**src/rtl/cselector_sched.sv**
```systemverilog
// cselector_sched: credit-gated round-robin scheduler driving a 4-way selector
// through an IDLE/DRIVE/WAIT handshake with a wait-for-free watchdog.
module cselector_sched #(
  parameter int NUM_PORTS  = 4,
  parameter int MAX_CREDIT = 2,
  parameter int TIMEOUT_W  = 8
) (
  input  logic                 clk,
  input  logic                 rst,
  input  logic [NUM_PORTS-1:0] i_req,
  output logic [NUM_PORTS-1:0] o_gnt,
  output logic [NUM_PORTS-1:0] o_select,
  output logic                 o_drive,
  input  logic                 i_free,
  input  logic [NUM_PORTS-1:0] i_credit_ret,
  output logic                 o_busy,
  output logic                 o_timeout,
  input  logic                 i_timeout_clr
);
  localparam int PW = $clog2(NUM_PORTS);
  typedef enum logic [1:0] {IDLE, DRIVE, WAIT} state_t;
  state_t               state_q, state_d;
  logic [NUM_PORTS-1:0] sel_q, sel_d, elig, pick;
  logic [PW-1:0]        ptr_q, ptr_d, idx, gidx;
  logic [TIMEOUT_W-1:0] wd_q, wd_d;
  logic                 timeout_q, timeout_d, abort, dec;
  logic [1:0]           cr_q [NUM_PORTS];
  logic [1:0]           cr_d [NUM_PORTS];

  always_ff @(posedge clk) begin
    if (rst) begin
      state_q   <= IDLE;
      sel_q     <= '0;
      ptr_q     <= PW'(NUM_PORTS - 1);
      wd_q      <= '0;
      timeout_q <= 1'b0;
      for (int k = 0; k < NUM_PORTS; k++) cr_q[k] <= 2'(MAX_CREDIT);
    end else begin
      state_q   <= state_d;
      sel_q     <= sel_d;
      ptr_q     <= ptr_d;
      wd_q      <= wd_d;
      timeout_q <= timeout_d;
      for (int k = 0; k < NUM_PORTS; k++) cr_q[k] <= cr_d[k];
    end
  end

  always_comb begin
    state_d = state_q;
    sel_d   = sel_q;
    ptr_d   = ptr_q;
    wd_d    = '0;
    abort   = 1'b0;
    pick    = '0;
    idx     = '0;
    gidx    = '0;
    dec     = 1'b0;
    for (int k = 0; k < NUM_PORTS; k++) elig[k] = i_req[k] && cr_q[k] != 2'd0;
    // first eligible port scanning upward from ptr+1
    for (int i = 1; i <= NUM_PORTS; i++) begin
      idx = PW'((int'(ptr_q) + i) % NUM_PORTS);
      if (pick == '0 && elig[idx]) pick[idx] = 1'b1;
    end
    for (int k = 0; k < NUM_PORTS; k++) if (sel_q[k]) gidx = PW'(k);
    case (state_q)
      IDLE: if (|pick) begin
        sel_d   = pick;
        state_d = DRIVE;
      end
      DRIVE: state_d = WAIT;
      WAIT: begin
        wd_d = wd_q + 1'b1;
        if (i_free) begin
          state_d = IDLE;
          sel_d   = '0;
          ptr_d   = gidx;
        end else if (&wd_d) begin
          abort   = 1'b1;
          state_d = IDLE;
          sel_d   = '0;
        end
      end
      default: begin
        state_d = IDLE;
        sel_d   = '0;
      end
    endcase
    timeout_d = i_timeout_clr ? 1'b0 : (abort | timeout_q);
    for (int k = 0; k < NUM_PORTS; k++) begin
      dec     = state_q == DRIVE && sel_q[k];
      cr_d[k] = (dec && !i_credit_ret[k]) ? cr_q[k] - 2'd1 :
                (i_credit_ret[k] && !dec && cr_q[k] != 2'(MAX_CREDIT)) ? cr_q[k] + 2'd1 : cr_q[k];
    end
  end

  always_comb begin
    o_busy    = state_q != IDLE;
    o_drive   = state_q == DRIVE;
    o_select  = sel_q;
    o_gnt     = o_drive ? sel_q : '0;
    o_timeout = timeout_q;
  end
endmodule

```
**config.mk**
```make
export PLATFORM = sky130hd
export DESIGN_NAME = cselector_sched
export DESIGN_NICKNAME = d
export VERILOG_FILES = /design/src/rtl/cselector_sched.sv
export SDC_FILE = /design/constraint.sdc
export NUM_CORES = 1
export LEC_CHECK = 0
export CAP_MARGIN = 0
export CELL_PAD_IN_SITES_DETAIL_PLACEMENT = 1
export CELL_PAD_IN_SITES_GLOBAL_PLACEMENT = 2
export CORE_MARGIN = 2
export CORE_UTILIZATION = 35
export CTS_CLUSTER_DIAMETER = 100
export DETAILED_ROUTE_END_ITERATION = 6
export GPL_TIMING_DRIVEN = 1
export PLACE_DENSITY_LB_ADDON = 0.12
export SETUP_SLACK_MARGIN = 0.3
export SLEW_MARGIN = 40
export SYNTH_ARGS = -nofsm -noshare
export SYNTH_HDL_FRONTEND = slang
export SYNTH_SLANG_ARGS = --single-unit
export TNS_END_PERCENT = 50
```
**constraint.sdc**
```tcl
create_clock -name clk -period 7.1 [get_ports clk]
set_input_delay 0.71 -clock clk [delete_from_list [all_inputs] [get_ports clk]]
set_output_delay 0.71 -clock clk [all_outputs]
set_load 0.005 [all_outputs]
```
# [Word level (Yosys, flattened, before mapping)]
# Memory sizes are Yosys's and may differ from the RTL's.
# Index checks and enable logic that the tools add are counted.
[classes] multipliers=0 bitwise_logic=10 div=0 eq_ne=8 n_reduce_logical=51 n_shift=0 addsub=13 mux=50 magnitude_cmp=8
[op_table] operator="2-bit two-way mux" n=17
[op_table] operator="4-bit two-way mux" n=8
[op_table] operator="1-bit logical AND" n=27
[op_table] operator="1-bit two-way mux" n=15
[op_table] operator="2-bit by 1-bit adder with 2-bit output, second input constant" n=6
[op_table] operator="4-bit logical NOT" n=3
[op_table] operator="2-bit by 3-bit less-than comparator with 1-bit output, second input constant" n=4
[op_table] operator="4-bit bitwise OR" n=3
[op_table] operator="4-bit case mux with 3 select lines" n=1
[op_table] operator="2-bit != test, second input constant" n=5
[op_table] operator="2-bit nonzero test" n=5
[op_table] operator="8-bit by 1-bit adder with 8-bit output, second input constant" n=1
[op_table] operator="1-bit binary-select mux with 2-bit select" n=4
[op_table] operator="1-bit demux with 2-bit select" n=4
[op_table] operator="2-bit by 1-bit greater-or-equal comparator with 1-bit output, second input constant" n=4
[op_table] operator="1-bit logical NOT" n=8
[op_table] operator="8-bit AND reduction" n=1
[op_table] operator="2-bit by 1-bit subtractor with 2-bit output, second input constant" n=4
[op_table] operator="2-bit case mux with 3 select lines" n=1
[op_table] operator="1-bit bitwise OR" n=5
[op_table] operator="2-bit adder, second input constant" n=2
[op_table] operator="2-bit AND reduction" n=2
[op_table] operator="2-bit OR reduction" n=2
[op_table] operator="4-bit OR reduction" n=1
[op_table] operator="other kinds (6)" n=7
[word_totals] ff_bits=17 mem_count=1 latch_bits=0 mem_bits_ro=0 output_inout_bits=11 mem_bits_rw=8
[mem_list] name="cr_q" depth=4 word_bits=2 read_ports=4 rd_ports_with_merged_regs=0 wr=4 line_no="27" source="logic [1:0] cr_q [NUM_PORTS];"

# [Longest topological paths before layout]
# Gate-level depths: netlist (run 1).
[logic_depth] depth_word=18 depth_mapped=10 ltp_nobuf=9

# [Worst setup path before layout (run 1)]
# Ideal clock, no wire load.
[synth_timing] path_kind="flip-flop to flip-flop" start="reg ptr_q[0]" end="reg sel_q[0], in the netlist o_select[0]" stages_incl_launch_ff=9 setup_time_ns=0.073 required_ns=7.027 n_path_buf=0 arrival_ns=2.651 path_slack_ns=4.377 path_cell_list="dfxtp_1 inv_1 ha_1 mux4_2 a21oi_4 o211ai_2 or3_1 o31a_1 o22ai_2"
[synth_between] elab_chain_cells=18 elab_cells_between_ends=50 classes_between="4 x add/sub; 8 x order compare; 1 x eq/ne; 22 x mux; 3 x bitwise; 12 x reduce/logical"
[synth_rtl] item="from (decl)" line_no="24" source="logic [PW-1:0] ptr_q, ptr_d, idx, gidx;"
[synth_rtl] item="from (signal assigned)" line_no="34" source="ptr_q <= PW'(NUM_PORTS - 1);"
[synth_rtl] item="from (signal assigned)" line_no="41" source="ptr_q <= ptr_d;"
[synth_rtl] item="2-bit by 1-bit adder with 2-bit output" line_no="61" source="idx = PW'((int'(ptr_q) + i) % NUM_PORTS);"
[synth_rtl] item="2-bit by 3-bit less-than comparator with 1-bit output (not written as such) or 2-bit by 1-bit greater-or-equal comparator with 1-bit output (tied branches)" line_no="62" source="if (pick == '0 && elig[idx]) pick[idx] = 1'b1;"
[synth_rtl] item="1-bit logical AND (not written as such)" line_no="62"
[synth_rtl] item="1-bit two-way mux (not written as such)" line_no="62"
[synth_rtl] item="1-bit demux with 2-bit select" line_no="62"
[synth_rtl] item="4-bit two-way mux" line_no="62"
[synth_rtl] item="4-bit logical NOT" line_no="62"
[synth_rtl] item="1-bit logical AND" line_no="62"
[synth_rtl] item="[... 2 more ...]"
[synth_rtl] item="1-bit logical AND" line_no="62"
[synth_rtl] item="4-bit two-way mux" line_no="62"
[synth_rtl] item="4-bit logical NOT" line_no="62"
[synth_rtl] item="1-bit logical AND" line_no="62"
[synth_rtl] item="4-bit two-way mux *" line_no="62"
[synth_rtl] item="4-bit OR reduction" line_no="66" source="IDLE: if (|pick) begin"
[synth_rtl] item="2-bit != test (no source line)"
[synth_rtl] item="3-bit AND reduction (no source line)"
[synth_rtl] item="to (signal assigned)" line_no="40" source="sel_q <= sel_d;"
[synth_rtl] item="to (decl)" line_no="23" source="logic [NUM_PORTS-1:0] sel_q, sel_d, elig, pick;"
# Mark *: on every way between the ends. The rest lies on a longest branch, timed or not. The select of a mux whose other input is x is not followed.
# A chain may end at the register's enable or synchronous reset.

# [Final worst setup path (run 1)]
[layout_timing] start="reg ptr_q[0]" end="reg sel_q[2], in the netlist o_select[2]"
# The elaborated chain is that of the path after synthesis.

==> results of run 1 <==
state kept, by name, indices dropped and copies added, names as in the netlist:
| name | flops |
|---|---|
| cr_q | 8 |
| o_select | 4 |
| o_timeout | 1 |
| ptr_q | 2 |
| state_q | 2 |
| wd_q | 8 |
where the power goes:
group	internal (mW)	switching, mW	leakage (nW)	total [mW]
logic	0.0900	0.0979	0.555	0.188
registers	0.155	0.0177	0.203	0.173
clock network	0.0399	0.0526	0.0217	0.0926
total	0.285	0.168	0.780	0.454
routing by layer:
layer / share of wire [%] / vias up
li1: - / 770
met1: 45 / 742
met2: 52 / 23
met3: 2.1 / 5
met4: 0.97 / 0
met5: 0 / -
kinds of logic (layout without fill, tap and decap cells):
kind of cell / Yosys count / after routing / share of synthesized area, %
adder cells (fa/ha/maj): 9 / 9 / 6.76
flip-flops: 25 / 25 / 30.1
AO/OA/AOI/OAI: 50 / 50 / 21.6
multiplexers: 5 / 5 / 7.21
buffers and inverters: 20 / 44 / 4.51
XOR/XNOR: 13 / 13 / 6.84
AND/OR/NAND/NOR: 81 / 81 / 23.0
stage by stage:
step | setup slack [ns] | utilization, % | instance area [µm²] | instances | hold WS, ns
after floorplan | 4.38 | - | 1670 | 203 | 0.441
after global placement | 3.92 | 41.7 | 1950 | 277 | 0.456
after detailed placement | 3.86 | 41.7 | 1950 | 277 | 0.471
after CTS | 3.93 | 42.8 | 1990 | 281 | 0.496
after global routing | 3.69 | 42.8 | 1990 | 281 | 0.514
final | 3.92 | 42.8 | 1990 | 281 | 0.484
Yosys cell counts (all sizes together), types with 2 or more instances:
cell type,number
a211oi,4
a21o,2
a21oi,6
a31oi,4
and2,3
clkbuf,2
dfxtp,25
ha,9
inv,17
mux4,5
nand2,24
nand3,10
nand3b,2
nor2,19
nor2b,4
nor3,7
nor4,3
o211ai,3
o21a,4
o21ai,13
o22ai,3
or2,4
or3,4
xnor2,9
xor2,4
path summary, 6_finish.rpt:
| kind | endpoint | slack [ns] | cells after the start |
|---|---|---|---|
| max | o_select[2]$_SDFFE_PP0P_ | 3.92 | 8 |
| min | wd_q[0]$_SDFF_PP0_ | 0.48 | 1 |
| max reg2reg | o_select[2]$_SDFFE_PP0P_ | 3.92 | 8 |
| min reg2reg | wd_q[0]$_SDFF_PP0_ | 0.48 | 1 |
cell type report:
type	instances	area share, %
clock buffers	3	2.07
multi-input cells	158	54.6
well taps	54	3.39
clock inverters	1	0.376
inverters	18	3.39
repair buffers	22	11.0
flip-flops and latches	25	25.1
critical path, delay by kind of cell (launching register included):
family / cells / cell delay [ns]
AO/OA/AOI/OAI: 2 / 0.42
adder cells (fa/ha/maj): 1 / 0.41
buffers and inverters: 1 / 0.22
flip-flops: 1 / 0.52
multiplexers: 1 / 0.64
AND/OR/NAND/NOR: 3 / 0.85
==> results_dict.tcl, run 1 <==
set metrics [dict create \
    firstDrtPassIters 4 \
    crit_type "reg -> reg" \
    startpoint "ptr_q[0]$_SDFFE_PP1P_" \
    cp_slowest_cell "mux4_2" \
    finalNetCount 249 \
    antenna_found_initial 0 \
    p_total_mw 0.454 \
    portBuffers 22 \
    synth_flop_cell "dfxtp_1" \
    yosysSeqAreaShare_pct 30.1 \
    root_buffer "clkbuf_8" \
    grtUsageTotal_pct 18.0 \
    num_antenna_cells 0 \
    start_util_pct 35.7 \
    dieArea_um2 5330 \
    setup_viol 0 \
    synth_fp_nets 224 \
    gp_congestion 0.819 \
    nFillCells 564 \
    crit_arrival_ns 3.35 \
    first_global_vias 1572 \
    mostFrequentLayoutCells "25 x dfxtp_1, 24 x nand2_1, 22 x clkdlybuf4s50_1, 19 x nor2_1, 17 x inv_1" \
    drv_cap 0 \
    use_met1_pct 22.4 \
    multiInputGateArea_um2 1090 \
    final_common_cell "dfxtp_1" \
    clk_pin_slew_ns 0.10 \
    clock_latency_ns 0.28 \
    relSlewSlack_pct 63.7 \
    period_minus_slack_ns 3.18 \
    drt_iter0_drc 27 \
    cts_max_level 1 \
    synth_edf_count 0 \
    grt_overflow 0 \
    vdd_drop_max_v 0.0000766 \
    via_per_inst 5.48 \
    cts_hold_buf 0 \
    gr-usage-met3_pct 1.66 \
    post_cts_resized 0 \
    hp-start "wd_q[0]$_SDFF_PP0_" \
    rows 25 \
    clock.fmax_ghz 0.314 \
    cts_tree "done" \
    worstPathMaxFanout 9 \
    synth-seq-cells 25 \
    core_um2 4660 \
    met2_usage_pct 33.2 \
    clock_skew_ns 0.00162 \
    post_synth_instance_area_um2 1670 \
    hpwlAfterDp_mm 3.64 \
    grt-busiest-layer "met2" \
    synth_area_per_cell_um2 8.20 \
    syn_inst 203 \
    grt_first_pass_wirelength_mm 7.39 \
    powerDensity_nw_per_um2 227 \
    synth_cell_type_count 43 \
    postCtsSetupBuffers 0 \
    clk_path_buf_depth 2 \
    hold_class "reg -> reg" \
    cts_sinks 25 \
    async_flop_share_pct 0 \
    finalHoldViolations 0 \
    fin_crit_sh_pct 44.9 \
    outcome "finished clean" \
    drt_wl_total_mm 4.56 \
    yosysTopAreaCell "dfxtp_1" \
    drc 0 \
    seq_area_um2 500 \
    crit_chain "inv_1, ha_1, mux4_2, and2_2, nor4_1, nor3_1, a22oi_1, o22ai_1" \
    drive_gt1_share_pct 8.81 \
    fp.dieH_um 73.0 \
    grt_max_degree 16 \
    setup_tns_ns 0 \
    routed-via-count 1540 \
    cts_buffers 3 \
    r2r_start "ptr_q[0]$_SDFFE_PP1P_" \
    finalMaxSlewViolations 0 \
    drtAntennaViolNets 0 \
    synthToLayoutAreaGrowth_pct 19.8 \
    ios 23 \
    endpoint_kind "flop" \
    required_ns 7.26 \
    ys_top_cells_by_area "dfxtp_1 30%, ha_1 6.8%, nand2_1 5.4%, xnor2_1 4.7%, nor2_1 4.3%" \
    tightest_slew_ns 0.540 \
    power_leakage_nw 0.780 \
    synth_top_area_share_pct 30.1 \
    die_x_um 73.0 \
    start_kind "flop" \
    ys_warn_count 0 \
    rsz0062_at_grt "no" \
    wire_per_inst_um 16.2 \
    slowest_delay_ns 0.64 \
]
Power figures use the tool's default switching activity.
==> run 2, diff against run 1 <==
Settings changed: CORE_UTILIZATION 35 to 29.
Clock period 7.1 ns to 2.6 ns, I/O delays scaled along.
==> run 2 against run 1 <==
Compared with the run above: count of clock-buffer cells in the layout is the same; combinational power rose to 3.6 times the previous value; critical path depth increased by 1; largest power group unchanged; cell count increased by 14%; sequential power grew to 2.7 times the previous value; core utilization shrank 2.0 points; worst setup slack worse by 3.8 ns; non-clock buffer count increased by 22.
==> results_dict.tcl, run 2 (same netlist as run 1, synthesis figures left out) <==
set metrics [dict create \
    swShare_pct 37.1 \
    period_minus_slack_ns 2.50 \
    powerDensity_nw_per_um2 615 \
    p_int_mw 0.875 \
    ios 23 \
    hpwlAfterDp_mm 4.14 \
    clock_latency_ns 0.28 \
    worstPathMaxFanout 7 \
    relSlewSlack_pct 69.7 \
    tightest_slew_ns 0.453 \
    setup_viol 0 \
    grt_overflow 0 \
    rsz0062_at_grt "yes" \
    hold_class "reg -> reg" \
    setup_tns_ns 0 \
    grt_max_degree 16 \
    dieArea_um2 6360 \
    power_leakage_nw 0.895 \
    wire_per_inst_um 16.1 \
    clock.fmax_ghz 0.400 \
    vdd_drop_max_v 0.000286 \
    finalHoldViolations 0 \
    drv_cap 0 \
    place_area_um2 2130 \
    mostFrequentLayoutCells "24 x nand2_1, 23 x dfxtp_1, 22 x clkdlybuf4s50_1, 22 x buf_4, 17 x nor2_1" \
    gr-usage-met3_pct 1.81 \
    grt_first_pass_wirelength_mm 8.87 \
    drive_gt1_share_pct 22.9 \
    gp_congestion 0.787 \
    required_ns 2.82 \
    synthToLayoutAreaGrowth_pct 35.8 \
    rows 27 \
    drc 0 \
    cts_tree "done" \
    core_um2 5540 \
    start_kind "flop" \
    outcome "finished clean" \
    finalMaxSlewViolations 0 \
    dpl.cell_count 311 \
    die_x_um 79.8 \
    cts_buffers 3 \
    drtAntennaViolNets 0 \
    clk_path_buf_depth 2 \
    cts_sinks 25 \
    antenna_found_initial 0 \
    crit_type "reg -> reg" \
    seqPwrFrac_pct 34.0 \
    drt_iter0_drc 58 \
    finalNetCount 271 \
    portBuffers 22 \
    met2_usage_pct 32.4 \
    drt_wl_total_mm 5.17 \
    pwr-share-comb_pct 48.0 \
    grtUsageTotal_pct 17.8 \
    p_switching_mw 0.515 \
    stdcell_count 321 \
    cts_hold_buf 0 \
    via_per_inst 5.16 \
    crit_arrival_ns 2.72 \
    clk_pin_slew_ns 0.10 \
    final_area_um2 2260 \
    firstDrtPassIters 4 \
    fin_crit_sh_pct 96.2 \
    root_buffer "clkbuf_8" \
    cts_max_level 1 \
    use_met1_pct 22.5 \
    utilization_pct 40.8 \
    grt-busiest-layer "met2" \
    endpoint_kind "flop" \
    start_util_pct 30.1 \
    first_global_vias 1826 \
    fp.dieH_um 79.8 \
    final_common_cell "nand2_1" \
    clock_skew_ns 0.00691 \
    routed-via-count 1655 \
    num_antenna_cells 0 \
    clock_power_share_pct 17.9 \
]
## run 2: power by group through the flow
stage	registers [mW]	clock network (mW)	logic (mW)
after floorplan	0.472	0	0.357
after global placement	0.477	0	0.581
after detailed placement	0.482	0	0.599
after CTS	0.473	0.262	0.645
after global routing	0.481	0.278	0.739
final	0.473	0.250	0.668
## run 2: critical path, cell delays in order (launching register included)
cell and delay, ns:
dfxtp_4 0.38, inv_6 0.03, ha_4 0.28, mux4_2 0.60, a21oi_4 0.23, nor4_4 0.06, buf_4 0.14, or3_1 0.34
o31a_1 0.30, o22ai_2 0.08
## run 2: area by class of cell
class | count | area (µm²)
clock inverter | 1 | 6.26
fill | 679 | 3280
tap | 72 | 90.1
clock buffer | 3 | 41.3
timing repair buffer | 44 | 385
sequential | 25 | 508
inverter | 18 | 72.6
multi-input combinational | 158 | 1160
## run 2: per-stage QoR
step           power [mW]  hold WS, ns  setup slack (ns)
5_1_grt              1.50        0.534          -0.00572
3_5_place_dp         1.08        0.484           -0.0948
3_3_place_gp         1.06        0.453          -0.00541
4_1_cts              1.38        0.511             0.126
6_report             1.39        0.497            0.0980
2_1_floorplan       0.829        0.337             0.166
## run 2: repair_timing
item / 4_1_cts / 5_1_grt
gates cloned: 0 / 0
resized for setup: 5 / 5
endpoints found under the setup margin: 6 / 8
pin swaps: 5 / 1
setup buffers: 5 / 1
## run 2: layer usage
layer | part of all wire, % | vias up
met2 | 50 | 27
li1 | - | 818
met1 | 46 | 804
met3 | 2.8 | 6
met5 | 0 | -
met4 | 0.79 | 0
## run 2: path summary, 6_finish.rpt
check,cells after the start,from,end,slack (ns)
worst max-delay path,9,ptr_q[0]$_SDFFE_PP1P_,o_select[0]$_SDFFE_PP0P_,0.1
worst min-delay path,1,wd_q[0]$_SDFF_PP0_,wd_q[0]$_SDFF_PP0_,0.50
worst max register to register,9,ptr_q[0]$_SDFFE_PP1P_,o_select[0]$_SDFFE_PP0P_,0.1
worst min register to register,1,wd_q[0]$_SDFF_PP0_,wd_q[0]$_SDFF_PP0_,0.50
